$ cat src/rtl/bp_cce_mem_arbiter.sv
// Shares one memory command/response port between several CCEs: round-robin command
// arbitration, in-order response steering through a source-ID FIFO, and per-CCE credits.
module bp_cce_mem_arbiter #(
  parameter int num_req_p         = 2,
  parameter int msg_width_p       = 128,
  parameter int max_outstanding_p = 4,
  localparam int lg_req_lp        = $clog2(num_req_p),
  localparam int sid_els_lp       = num_req_p * max_outstanding_p
) (
  input  logic                             clk_i,
  input  logic                             reset_n_i,
  input  logic [num_req_p*msg_width_p-1:0] mem_cmd_i,
  input  logic [num_req_p-1:0]             mem_cmd_v_i,
  output logic [num_req_p-1:0]             mem_cmd_yumi_o,
  output logic [msg_width_p-1:0]           mem_cmd_o,
  output logic                             mem_cmd_v_o,
  input  logic                             mem_cmd_yumi_i,
  input  logic [msg_width_p-1:0]           mem_resp_i,
  input  logic                             mem_resp_v_i,
  output logic                             mem_resp_ready_o,
  output logic [msg_width_p-1:0]           mem_resp_o,
  output logic [num_req_p-1:0]             mem_resp_v_o,
  input  logic [num_req_p-1:0]             mem_resp_ready_i
);

  localparam int credit_w_lp = $clog2(max_outstanding_p + 1);
  localparam int ptr_w_lp    = (sid_els_lp > 1) ? $clog2(sid_els_lp) : 1;
  localparam int cnt_w_lp    = $clog2(sid_els_lp + 1);
  localparam int idx_w_lp    = lg_req_lp + 1;

  typedef enum logic {e_idle, e_send} state_e;

  state_e                 state_r, state_n;
  logic [lg_req_lp-1:0]   gnt_r, gnt_n, rr_r, rr_next, pick, head;
  logic [idx_w_lp-1:0]    cand;
  logic [num_req_p-1:0]   eligible, gnt_oh, resp_oh, inc_oh, dec_oh;
  logic [credit_w_lp-1:0] credit [num_req_p];
  logic [msg_width_p-1:0] cmd_slice [num_req_p];
  logic [lg_req_lp-1:0]   sid_mem [sid_els_lp];
  logic [ptr_w_lp-1:0]    rd_ptr, wr_ptr;
  logic [cnt_w_lp-1:0]    count;
  logic                   fifo_full, fifo_nonempty, send_fire, resp_fire;

  function automatic logic [ptr_w_lp-1:0] ptr_inc(input logic [ptr_w_lp-1:0] p);
    return (p == ptr_w_lp'(sid_els_lp - 1)) ? '0 : p + ptr_w_lp'(1);
  endfunction

  for (genvar g = 0; g < num_req_p; g++) begin : g_slice
    assign cmd_slice[g] = mem_cmd_i[g*msg_width_p +: msg_width_p];
  end

  always_comb begin
    eligible = '0;
    for (int i = 0; i < num_req_p; i++)
      eligible[i] = mem_cmd_v_i[i] && (credit[i] < credit_w_lp'(max_outstanding_p));
  end

  // Scan downward so the candidate closest to rr_r is the one left standing.
  always_comb begin
    pick = '0;
    cand = '0;
    for (int k = num_req_p - 1; k >= 0; k--) begin
      cand = {1'b0, rr_r} + idx_w_lp'(k);
      if (cand >= idx_w_lp'(num_req_p))
        cand = cand - idx_w_lp'(num_req_p);
      if (eligible[cand[lg_req_lp-1:0]])
        pick = cand[lg_req_lp-1:0];
    end
  end

  assign fifo_full     = (count == cnt_w_lp'(sid_els_lp));
  assign fifo_nonempty = (count != '0);
  assign head          = sid_mem[rd_ptr];

  always_comb begin
    state_n     = state_r;
    gnt_n       = gnt_r;
    mem_cmd_v_o = 1'b0;
    send_fire   = 1'b0;
    case (state_r)
      e_idle: begin
        if ((|eligible) && !fifo_full) begin
          gnt_n   = pick;
          state_n = e_send;
        end
      end
      e_send: begin
        mem_cmd_v_o = 1'b1;
        if (mem_cmd_yumi_i) begin
          send_fire = 1'b1;
          state_n   = e_idle;
        end
      end
      default: state_n = e_idle;
    endcase
  end

  assign gnt_oh         = {{(num_req_p-1){1'b0}}, 1'b1} << gnt_r;
  assign resp_oh        = {{(num_req_p-1){1'b0}}, 1'b1} << head;
  assign rr_next        = (gnt_r == lg_req_lp'(num_req_p - 1)) ? '0 : gnt_r + lg_req_lp'(1);
  assign mem_cmd_o      = cmd_slice[gnt_r];
  assign mem_cmd_yumi_o = send_fire ? gnt_oh : '0;

  // Response path is purely combinational; the FIFO head names the owner.
  assign mem_resp_o       = mem_resp_i;
  assign mem_resp_v_o     = (mem_resp_v_i && fifo_nonempty) ? resp_oh : '0;
  assign mem_resp_ready_o = fifo_nonempty && mem_resp_ready_i[head];
  assign resp_fire        = mem_resp_v_i && mem_resp_ready_o;

  assign inc_oh = send_fire ? gnt_oh : '0;
  assign dec_oh = resp_fire ? resp_oh : '0;

  always_ff @(posedge clk_i) begin
    if (!reset_n_i) begin
      state_r <= e_idle;
      gnt_r   <= '0;
      rr_r    <= '0;
      rd_ptr  <= '0;
      wr_ptr  <= '0;
      count   <= '0;
      for (int i = 0; i < num_req_p; i++) credit[i] <= '0;
    end else begin
      state_r <= state_n;
      gnt_r   <= gnt_n;
      if (send_fire) begin
        rr_r   <= rr_next;
        wr_ptr <= ptr_inc(wr_ptr);
      end
      if (resp_fire) rd_ptr <= ptr_inc(rd_ptr);
      case ({send_fire, resp_fire})
        2'b10:   count <= count + cnt_w_lp'(1);
        2'b01:   count <= count - cnt_w_lp'(1);
        default: count <= count;
      endcase
      // A same-cycle increment and decrement on one requester cancel out.
      for (int i = 0; i < num_req_p; i++) begin
        case ({inc_oh[i], dec_oh[i]})
          2'b10: if (credit[i] != credit_w_lp'(max_outstanding_p))
                   credit[i] <= credit[i] + credit_w_lp'(1);
          2'b01: if (credit[i] != '0)
                   credit[i] <= credit[i] - credit_w_lp'(1);
          default: credit[i] <= credit[i];
        endcase
      end
    end
  end

  always_ff @(posedge clk_i) begin
    if (send_fire) sid_mem[wr_ptr] <= gnt_r;
  end

endmodule

$ cat config.mk
export PLATFORM = sky130hd
export DESIGN_NAME = bp_cce_mem_arbiter
export DESIGN_NICKNAME = d
export VERILOG_FILES = /design/src/rtl/bp_cce_mem_arbiter.sv
export SDC_FILE = /design/constraint.sdc
export NUM_CORES = 1
export LEC_CHECK = 0
export ABC_AREA = 1
export CAP_MARGIN = 15
export CORE_AREA = 4 4 253 255
export DETAILED_ROUTE_END_ITERATION = 8
export DIE_AREA = 0 0 257 259
export GPL_ROUTABILITY_DRIVEN = 0
export PLACE_DENSITY_LB_ADDON = 0.12
export SYNTH_ARGS = -nofsm -noshare
export SYNTH_HDL_FRONTEND = slang
export SYNTH_SLANG_ARGS = --single-unit
$ cat constraint.sdc
create_clock -name clk_i -period 7.1 [get_ports clk_i]
set_clock_uncertainty 0.1 [all_clocks]
set_input_delay 1.065 -clock clk_i [delete_from_list [all_inputs] [get_ports clk_i]]
set_output_delay 1.065 -clock clk_i [all_outputs]
set_load 0.02 [all_outputs]
==> reports/metrics.csv, run 1 <==
metric,value,unit
status,"complete, no violations",
final setup fails,0,
ys async rst share,0,
Congestion Overflow GR,0,
Worst setup EP type,output pin,
syn nets,1175,
worst-case reg-to-reg path depth,11,
Netlist cell types,31,
diodes inserted,0,
cts hold-fix bufs,0,
Port Buf Inserts,397,
Reg area,744,um2
worst min path class,reg2reg,
HPWL Detailed,23.8,mm
CTS tree,built,
final core occ,0.137,
clock group share of total power,0.112,
Critical R2R Launch,count[0]$_SDFFE_PN0P_,
Pwr Density,233,nW/um2
worst slew pin tran,0.851,ns
initial antenna violation count,0,
Vert. Die Dim,259,um
Worst Path Required,5.93,ns
number of synthesized flops with an enable pin,14,
Total Wirelength,28.0,mm
cts bufs inserted,5,
Pint,0.00101,W
CP Launch Type,input pin,
Combinational Power Share,0.746,
Switching Share,0.487,
clock latency on the worst-skew pair,0.28,ns
Max Cap Violations,0,
starting density of the core,0.0704,
clock sink count,30,
P&R area growth vs syn,95.0,%
IO Count,654,
WHS Endpoint,count[0]$_SDFFE_PN0P_,
"commonest non-fill, non-tap cell in the layout",nand2_1,
critical setup path kind,in2out,
Syn Std Cell Area,4340,um2
Fill cells,7148,
VDD IR max,0.0000888,V
Final nets,1424,
die area,66600,um2
Max Clock Freq,0.249,GHz
CP arrival,2.86,ns
DR vias,5327,
H-tree depth,2,
DRC violations left,0,
worst r2r dst,credit[0][2]$_SDFFCE_PN0P_,
number of setup buffers added after CTS,0,
average size of a mapped cell,5.65,um2
synth warn,0,
Final Cycle Share,0.567,
Final ANT Viol Nets,0,
vias per cell,2.87,
synthesized flop and latch total,30,
part of the power in registers,0.143,
area of the multi-input gates,2290,um2
"commonest cells after routing, fill and taps aside","nand2_1 (420), clkdlybuf4s50_1 (397), inv_1 (55), nor2_1 (25), dfxtp_1 (15)",
"Slew Viols, Final",0,
ys flop type,dfxtp_1,
Fin. Hold Viols,0,
P_leak,3.62,nW
First DRT Iteration DRCs,166,
Switch Pwr,0.000960,W
wire per inst,15.1,um
cts repair resizes,0,
sequential area share after synthesis,0.171,
layout cell share with drive strength beyond 1,0.0285,
wire length of the first global-routing pass,39.0,mm
Slew HR,0.433,
row cnt,91,
vias in the first global route,5700,
total track usage,0.0786,
synthesized netlist cell count,767,
R2R Setup Slk,4.32,ns
clock root cell,clkbuf_16,
hold depth,1,
HP Start,count[0]$_SDFFE_PN0P_,
CTS Buffer Depth,2,
Final Critical Period,4.02,ns
first-pass iteration count of the detailed router,4,
RSZ-0062 raised after global routing,no,
largest fanout on the critical path,5,
pin count of the biggest net entering global routing,69,
final setup TNS,0,ns
chip width,257,um
Clock transition at path regs,0.06,ns
Core Box Area,61600,um2
registers in the layout, indices dropped and copies added, names as in the netlist, named ones only:
register / flops
state_r: 1
credit: 6
rr_r: 1
wr_ptr: 3
sid_mem: 8
gnt_r: 1
rd_ptr: 3
count: 4
through the flow:
step | total power, W | cell area [um2] | setup slack, ns | hold WS, ns | instances
floorplan | 0.00113 | 4340 | 4.13 | 0.355 | 767
global placement | 0.00182 | 8300 | 3.01 | 0.389 | 1846
detailed placement | 0.00179 | 8300 | 3.02 | 0.401 | 1846
CTS | 0.00203 | 8450 | 2.93 | 0.414 | 1854
global route | 0.00215 | 8450 | 2.88 | 0.446 | 1854
finish | 0.00197 | 8450 | 3.08 | 0.410 | 1854
cells in the mapped netlist (all sizes together) (3+ instances only):
cell,n,area share
o21ai,10,0.012
ha,14,0.040
inv,57,0.049
nand3,19,0.035
xnor2,3,0.0061
a21oi,9,0.010
buf,140,0.23
edfxtp,14,0.097
nand2,424,0.37
dfxtp,16,0.074
xor2,4,0.0081
clkbuf,19,0.016
nor2,26,0.023
how the worst max path moves through the flow:
| stage | startpoint | endpoint | cells past startpoint |
|---|---|---|---|
| finish | mem_resp_v_i | mem_resp_v_o[0] | 6 |
| global route | gnt_r$_SDFFE_PN0P_ | mem_cmd_o[3] | 5 |
| global placement | mem_resp_v_i | mem_resp_v_o[0] | 6 |
| CTS | gnt_r$_SDFFE_PN0P_ | mem_cmd_o[3] | 5 |
| detailed placement | mem_resp_v_i | mem_resp_v_o[0] | 6 |
| floorplan | mem_resp_v_i | credit[0][2]$_SDFFCE_PN0P_ | 11 |
power groups by stage:
stage | clock, W | sequential (W) | combinational [W]
6_report | 0.000220 | 0.000281 | 0.00147
3_5_place_dp | 0 | 0.000287 | 0.00150
4_1_cts | 0.000229 | 0.000284 | 0.00152
2_1_floorplan | 0 | 0.000265 | 0.000868
3_3_place_gp | 0 | 0.000288 | 0.00153
5_1_grt | 0.000237 | 0.000292 | 0.00162
layer usage:
| metal | share of wire | routed length (um) | vias up | GRT usage |
|---|---|---|---|---|
| met5 | 0.0021 | 60 | - | 0.00658 |
| met4 | 0.022 | 612 | 2 | 0.0179 |
| met3 | 0.15 | 4290 | 12 | 0.0570 |
| met2 | 0.47 | 13300 | 370 | 0.135 |
| met1 | 0.35 | 9740 | 2284 | 0.0766 |
| li1 | - | - | 2659 | - |
worst max-delay path, stage by stage:
cell             delay, ns
clkdlybuf4s50_1       0.45
inv_1                 0.05
nor2_1                0.35
inv_1                 0.16
a21oi_1               0.15
clkdlybuf4s50_1       0.63
area by class of cell:
type | count | share of cell area
Multi-Input combinational cell | 521 | 0.271
Clock buffer | 6 | 0.0164
Timing Repair Buffer | 401 | 0.474
Inverter | 57 | 0.0256
Sequential cell | 30 | 0.0881
Clock inverter | 2 | 0.00133
Tap cell | 837 | 0.124
cell families (layout without fill, tap and decap cells):
group | count (synthesis) | count (layout) | share of synthesized area
compound gates | 22 | 22 | 0.0268
buf+inv | 216 | 466 | 0.301
xor+xnor | 7 | 7 | 0.0141
simple gates | 476 | 476 | 0.438
fa+ha+maj | 16 | 16 | 0.0496
flops | 30 | 30 | 0.171
(Power assumes the default switching activity.)
==> run 2: changes to the inputs <==
--- a/config.mk
+++ b/config.mk
@@ -7,9 +7,9 @@
 export LEC_CHECK = 0
 export ABC_AREA = 1
 export CAP_MARGIN = 15
-export CORE_AREA = 4 4 253 255
+export CORE_AREA = 4 4 252 254
 export DETAILED_ROUTE_END_ITERATION = 8
-export DIE_AREA = 0 0 257 259
+export DIE_AREA = 0 0 256 258
 export GPL_ROUTABILITY_DRIVEN = 0
 export PLACE_DENSITY_LB_ADDON = 0.12
 export SYNTH_ARGS = -nofsm -noshare
==> constraint.sdc (replaced) <==
create_clock -name clk_i -period 3.5 [get_ports clk_i]
set_clock_uncertainty 0.1 [all_clocks]
set_input_delay 0.525 -clock clk_i [delete_from_list [all_inputs] [get_ports clk_i]]
set_output_delay 0.525 -clock clk_i [all_outputs]
set_load 0.02 [all_outputs]
==> run 2 against run 1 <==
  * Non-clock buffer count up 8
  * Via count down 1.3%
  * Wire length down 0.34%
  * Hold slack worse by 0.0054 ns
  * Global-route usage about the same
  * Combinational power up 110%
  * Total power up 110%
  * Design area up 1.2%
  * Clock-buffer cell count down 1
  * Sequential share of layout area down 0.11 points
  * Utilization up 0.24 points
==> reports/metrics.csv, run 2 (synthesized netlist as in run 1, its figures left out) <==
metric,value,unit
worst min path class,reg2reg,
slowest cell on the critical path,clkdlybuf4s50_1,
Max Clock Freq,0.349,GHz
P&R area growth vs syn,97.3,%
Final ANT Viol Nets,0,
layout cell share with drive strength beyond 1,0.0351,
wire length of the first global-routing pass,38.4,mm
number of setup buffers added after CTS,0,
worst slew pin tran,0.476,ns
Crit path top cell by count,clkdlybuf4s50_1,
Fill cells,7077,
First DRT Iteration DRCs,184,
Largest register FFs,8,
clock latency on the worst-skew pair,0.28,ns
row cnt,91,
wire per inst,15.4,um
HPWL Detailed,24.2,mm
Worst setup EP type,output pin,
Congestion Overflow GR,0,
"Slew Viols, Final",0,
largest fanout on the critical path,10,
status,"complete, no violations",
P_leak,3.70,nW
chip width,256,um
Final Critical Period,2.86,ns
R2R Setup Slk,0.97,ns
CP Launch Type,input pin,
total track usage,0.0783,
DRC violations left,0,
Pwr Density,488,nW/um2
cts bufs inserted,5,
pin count of the biggest net entering global routing,39,
cts hold-fix bufs,0,
Final Cycle Share,0.818,
Total Wirelength,27.9,mm
Port Buf Inserts,397,
Final nets,1432,
first-pass iteration count of the detailed router,4,
CTS tree,built,
CP arrival,2.24,ns
worst-case reg-to-reg path depth,13,
final core occ,0.140,
Core Box Area,61300,um2
worst path cell trace,clkdlybuf4s50_1 -> nand2_1 -> nor2_1 -> clkdlybuf4s50_1,
"commonest cells after routing, fill and taps aside","nand2_1 (420), clkdlybuf4s50_1 (397), inv_1 (55), nor2_1 (25), dfxtp_1 (15)",
Clock transition at path regs,0.05,ns
RSZ-0062 raised after global routing,no,
vias per cell,2.90,
H-tree depth,2,
Worst path max stage delay,0.71,ns
vias in the first global route,5596,
clock sink count,30,
initial antenna violation count,1,
Slew HR,0.680,
IO Count,654,
cts repair resizes,0,
Max Cap Violations,0,
largest registers,"sid_mem: 8 flops, credit: 6 flops, count: 4 flops",
Fin. Hold Viols,0,
DR vias,5258,
die area,66000,um2
diodes inserted,0,
starting density of the core,0.0708,
hold depth,1,
CTS Buffer Depth,2,
Vert. Die Dim,258,um
final setup TNS,0,ns
"commonest non-fill, non-tap cell in the layout",nand2_1,
final setup fails,0,
critical setup path kind,in2out,
Worst Path Required,2.87,ns
clock root cell,clkbuf_16,
Reg with most FFs,sid_mem,
VDD IR max,0.000185,V
run 2: cell types whose count changed in the layout (fill, tap and decap cells not counted), sizes merged:
cell,before,now
buf,4,12
bufinv,0,2
clkbuf,6,5
inv,58,57
run 2: area by class of cell:
type | count | area [um2] | area share
Inverter | 57 | 216 | 0.0253
Sequential cell | 30 | 744 | 0.0870
Clock buffer | 5 | 125 | 0.0146
Clock inverter | 3 | 63.8 | 0.00746
Multi-Input combinational cell | 521 | 2290 | 0.268
Tap cell | 790 | 988 | 0.116
Timing Repair Buffer | 409 | 4130 | 0.482
run 2: critical path: cells and delay by family:
family / cells / cell delay, ns
simple gates: 2 / 0.53
buf+inv: 2 / 1.18
run 2: per-layer routing:
metal / part of all wire / wire length (um) / GRT usage
met1: 0.34 / 9540 / 0.0739
met2: 0.48 / 13300 / 0.136
met3: 0.13 / 3740 / 0.0495
met4: 0.042 / 1180 / 0.0300
met5: 0.0036 / 101 / 0.0132
run 2: metrics by stage:
step / worst slack, ns / hold slack [ns] / instances / total power, W / cell area [um2]
finish: 0.636 / 0.404 / 1815 / 0.00418 / 8560
global route: 0.488 / 0.461 / 1815 / 0.00454 / 8560
CTS: 0.581 / 0.407 / 1815 / 0.00428 / 8560
detailed placement: 0.506 / 0.392 / 1807 / 0.00369 / 8370
global placement: 0.491 / 0.393 / 1807 / 0.00374 / 8370
floorplan: 1.05 / 0.355 / 767 / 0.00230 / 4340
run 2: worst paths after layout:
path                                             from               endpoint
worst min-delay path            count[0]$_SDFFE_PN0P_  count[0]$_SDFFE_PN0P_
worst max-delay path                   mem_cmd_yumi_i      mem_cmd_yumi_o[1]
worst min register to register  count[0]$_SDFFE_PN0P_  count[0]$_SDFFE_PN0P_
worst max register to register  count[0]$_SDFFE_PN0P_  count[3]$_SDFFE_PN0P_
run 2: power breakdown:
group	internal (W)	switching (W)	total [W]
combinational	0.00137	0.00168	0.00305
sequential	0.000473	0.0000907	0.000564
clock	0.000405	0.000161	0.000566
total	0.00225	0.00193	0.00418
==> run 3: changes to the inputs <==
--- a/config.mk
+++ b/config.mk
@@ -7,9 +7,9 @@
 export LEC_CHECK = 0
 export ABC_AREA = 1
 export CAP_MARGIN = 15
-export CORE_AREA = 4 4 252 254
+export CORE_AREA = 4 4 256 258
 export DETAILED_ROUTE_END_ITERATION = 8
-export DIE_AREA = 0 0 256 258
+export DIE_AREA = 0 0 260 262
 export GPL_ROUTABILITY_DRIVEN = 0
 export PLACE_DENSITY_LB_ADDON = 0.12
 export SYNTH_ARGS = -nofsm -noshare
==> constraint.sdc (replaced) <==
create_clock -name clk_i -period 2.9 [get_ports clk_i]
set_clock_uncertainty 0.1 [all_clocks]
set_input_delay 0.435 -clock clk_i [delete_from_list [all_inputs] [get_ports clk_i]]
set_output_delay 0.435 -clock clk_i [all_outputs]
set_load 0.02 [all_outputs]
==> run 3 against run 2 <==
  * Via count increased by 1.1%
  * Global-route usage increased by 0.14 points
  * Hold slack got worse by 0.0068 ns
==> reports/metrics.csv, run 3 (synthesized netlist as in run 1, its figures left out) <==
metric,value,unit
DRC violations left,0,
worst slew pin tran,0.481,ns
total track usage,0.0797,
clock root cell,clkbuf_16,
final core occ,0.137,
clock sink count,30,
H-tree depth,2,
cts repair resizes,0,
Total Wirelength,29.4,mm
die area,68100,um2
crit path from,mem_resp_v_i,
Reg with most FFs,sid_mem,
Critical R2R Launch,count[0]$_SDFFE_PN0P_,
P&R area growth vs syn,98.6,%
Congestion Overflow GR,0,
Core Box Area,63000,um2
layout cell share with drive strength beyond 1,0.0417,
CTS tree,built,
diodes inserted,0,
pin count of the biggest net entering global routing,61,
Fill cells,7278,
critical setup path kind,in2out,
wire length of the first global-routing pass,39.2,mm
P_leak,3.70,nW
chip width,260,um
Final nets,1437,
number of setup buffers added after CTS,0,
cts hold-fix bufs,0,
vias per cell,2.83,
"commonest non-fill, non-tap cell in the layout",nand2_1,
Slew HR,0.677,
HP Start,count[0]$_SDFFE_PN0P_,
DR vias,5315,
HPWL Detailed,25.7,mm
Port Buf Inserts,397,
Pwr Density,568,nW/um2
status,"complete, no violations",
"Slew Viols, Final",0,
vias in the first global route,5740,
CTS Buffer Depth,2,
VDD IR max,0.000241,V
starting density of the core,0.0689,
slowest cell on the critical path,clkdlybuf4s50_1,
worst min path class,reg2reg,
Worst path max stage delay,0.65,ns
Max Cap Violations,0,
final setup TNS,0,ns
row cnt,92,
wire per inst,15.7,um
worst path cell trace,clkdlybuf4s50_1 -> inv_1 -> nor2_1 -> inv_1 -> buf_4 -> a21oi_1 -> clkdlybuf4s50_1,
IO Count,654,
first-pass iteration count of the detailed router,4,
Largest register FFs,8,
Fin. Hold Viols,0,
Worst Path Required,2.37,ns
CP Launch Type,input pin,
initial antenna violation count,1,
cts bufs inserted,5,
RSZ-0062 raised after global routing,no,
Clock transition at path regs,0.05,ns
final setup fails,0,
Worst setup EP type,output pin,
clock latency on the worst-skew pair,0.28,ns
Max Clock Freq,0.385,GHz
largest registers,"sid_mem: 8 flops, credit: 6 flops, count: 4 flops",
Vert. Die Dim,262,um
"commonest cells after routing, fill and taps aside","nand2_1 (420), clkdlybuf4s50_1 (395), inv_1 (55), nor2_1 (25), dfxtp_1 (15)",
Final Cycle Share,0.895,
Final ANT Viol Nets,0,
First DRT Iteration DRCs,138,
Final Critical Period,2.59,ns
CP arrival,2.06,ns
largest fanout on the critical path,3,
==> run 3: changes by cell type in the layout (fill, tap and decap cells not counted) <==
cell             previous run  this run
buf_4                       7        14
bufinv_16                   2         0
clkdlybuf4s50_1           397       395
clkinv_2                    0         1
clkinvlp_4                  0         1
==> run 3: per-stage QoR <==
step           hold WS, ns  area (um2)  power, W  instances  worst slack, ns
6_report             0.398        8610   0.00489       1876            0.306
5_1_grt              0.433        8610   0.00534       1876           0.0923
4_1_cts              0.403        8610   0.00504       1876            0.289
3_5_place_dp         0.388        8470   0.00450       1868           0.0906
3_3_place_gp         0.382        8470   0.00456       1868           0.0431
2_1_floorplan        0.355        4340   0.00277        767            0.449
==> run 3: metal layers <==
| layer | routed length [um] | part of all wire | GRT usage |
|---|---|---|---|
| met1 | 9990 | 0.34 | 0.0751 |
| met2 | 14100 | 0.48 | 0.138 |
| met3 | 4400 | 0.15 | 0.0569 |
| met4 | 818 | 0.028 | 0.0217 |
| met5 | 88 | 0.0030 | 0.0164 |
==> run 3: worst paths after layout <==
path,endpoint,slack (ns),depth (start not counted)
worst max-delay path,mem_resp_v_o[0],0.31,7
worst min-delay path,count[0]$_SDFFE_PN0P_,0.40,1
worst max register to register,count[3]$_SDFFE_PN0P_,0.34,13
worst min register to register,count[0]$_SDFFE_PN0P_,0.40,1
==> run 3: power by group <==
group	internal, W	leakage [nW]	switching, W	total [W]
Clock	0.000313	0.0672	0.000196	0.000509
Sequential	0.000570	0.266	0.0000916	0.000662
Combinational	0.00167	3.37	0.00205	0.00372
Total	0.00256	3.70	0.00234	0.00489
==> run 3: cell type report <==
cell class	count	area (um2)	share of cell area
clock buffers	5	125	0.0145
flip-flops and latches	30	744	0.0864
well taps	846	1060	0.123
clock inverters	3	16.3	0.00189
inverters	57	216	0.0251
multi-input cells	521	2290	0.266
repair buffers	414	4160	0.483
==> run 3: worst max-delay path, delay by kind of cell <==
family / cells / cell delay, ns
simple gates: 1 / 0.14
buf+inv: 5 / 1.36
compound gates: 1 / 0.12
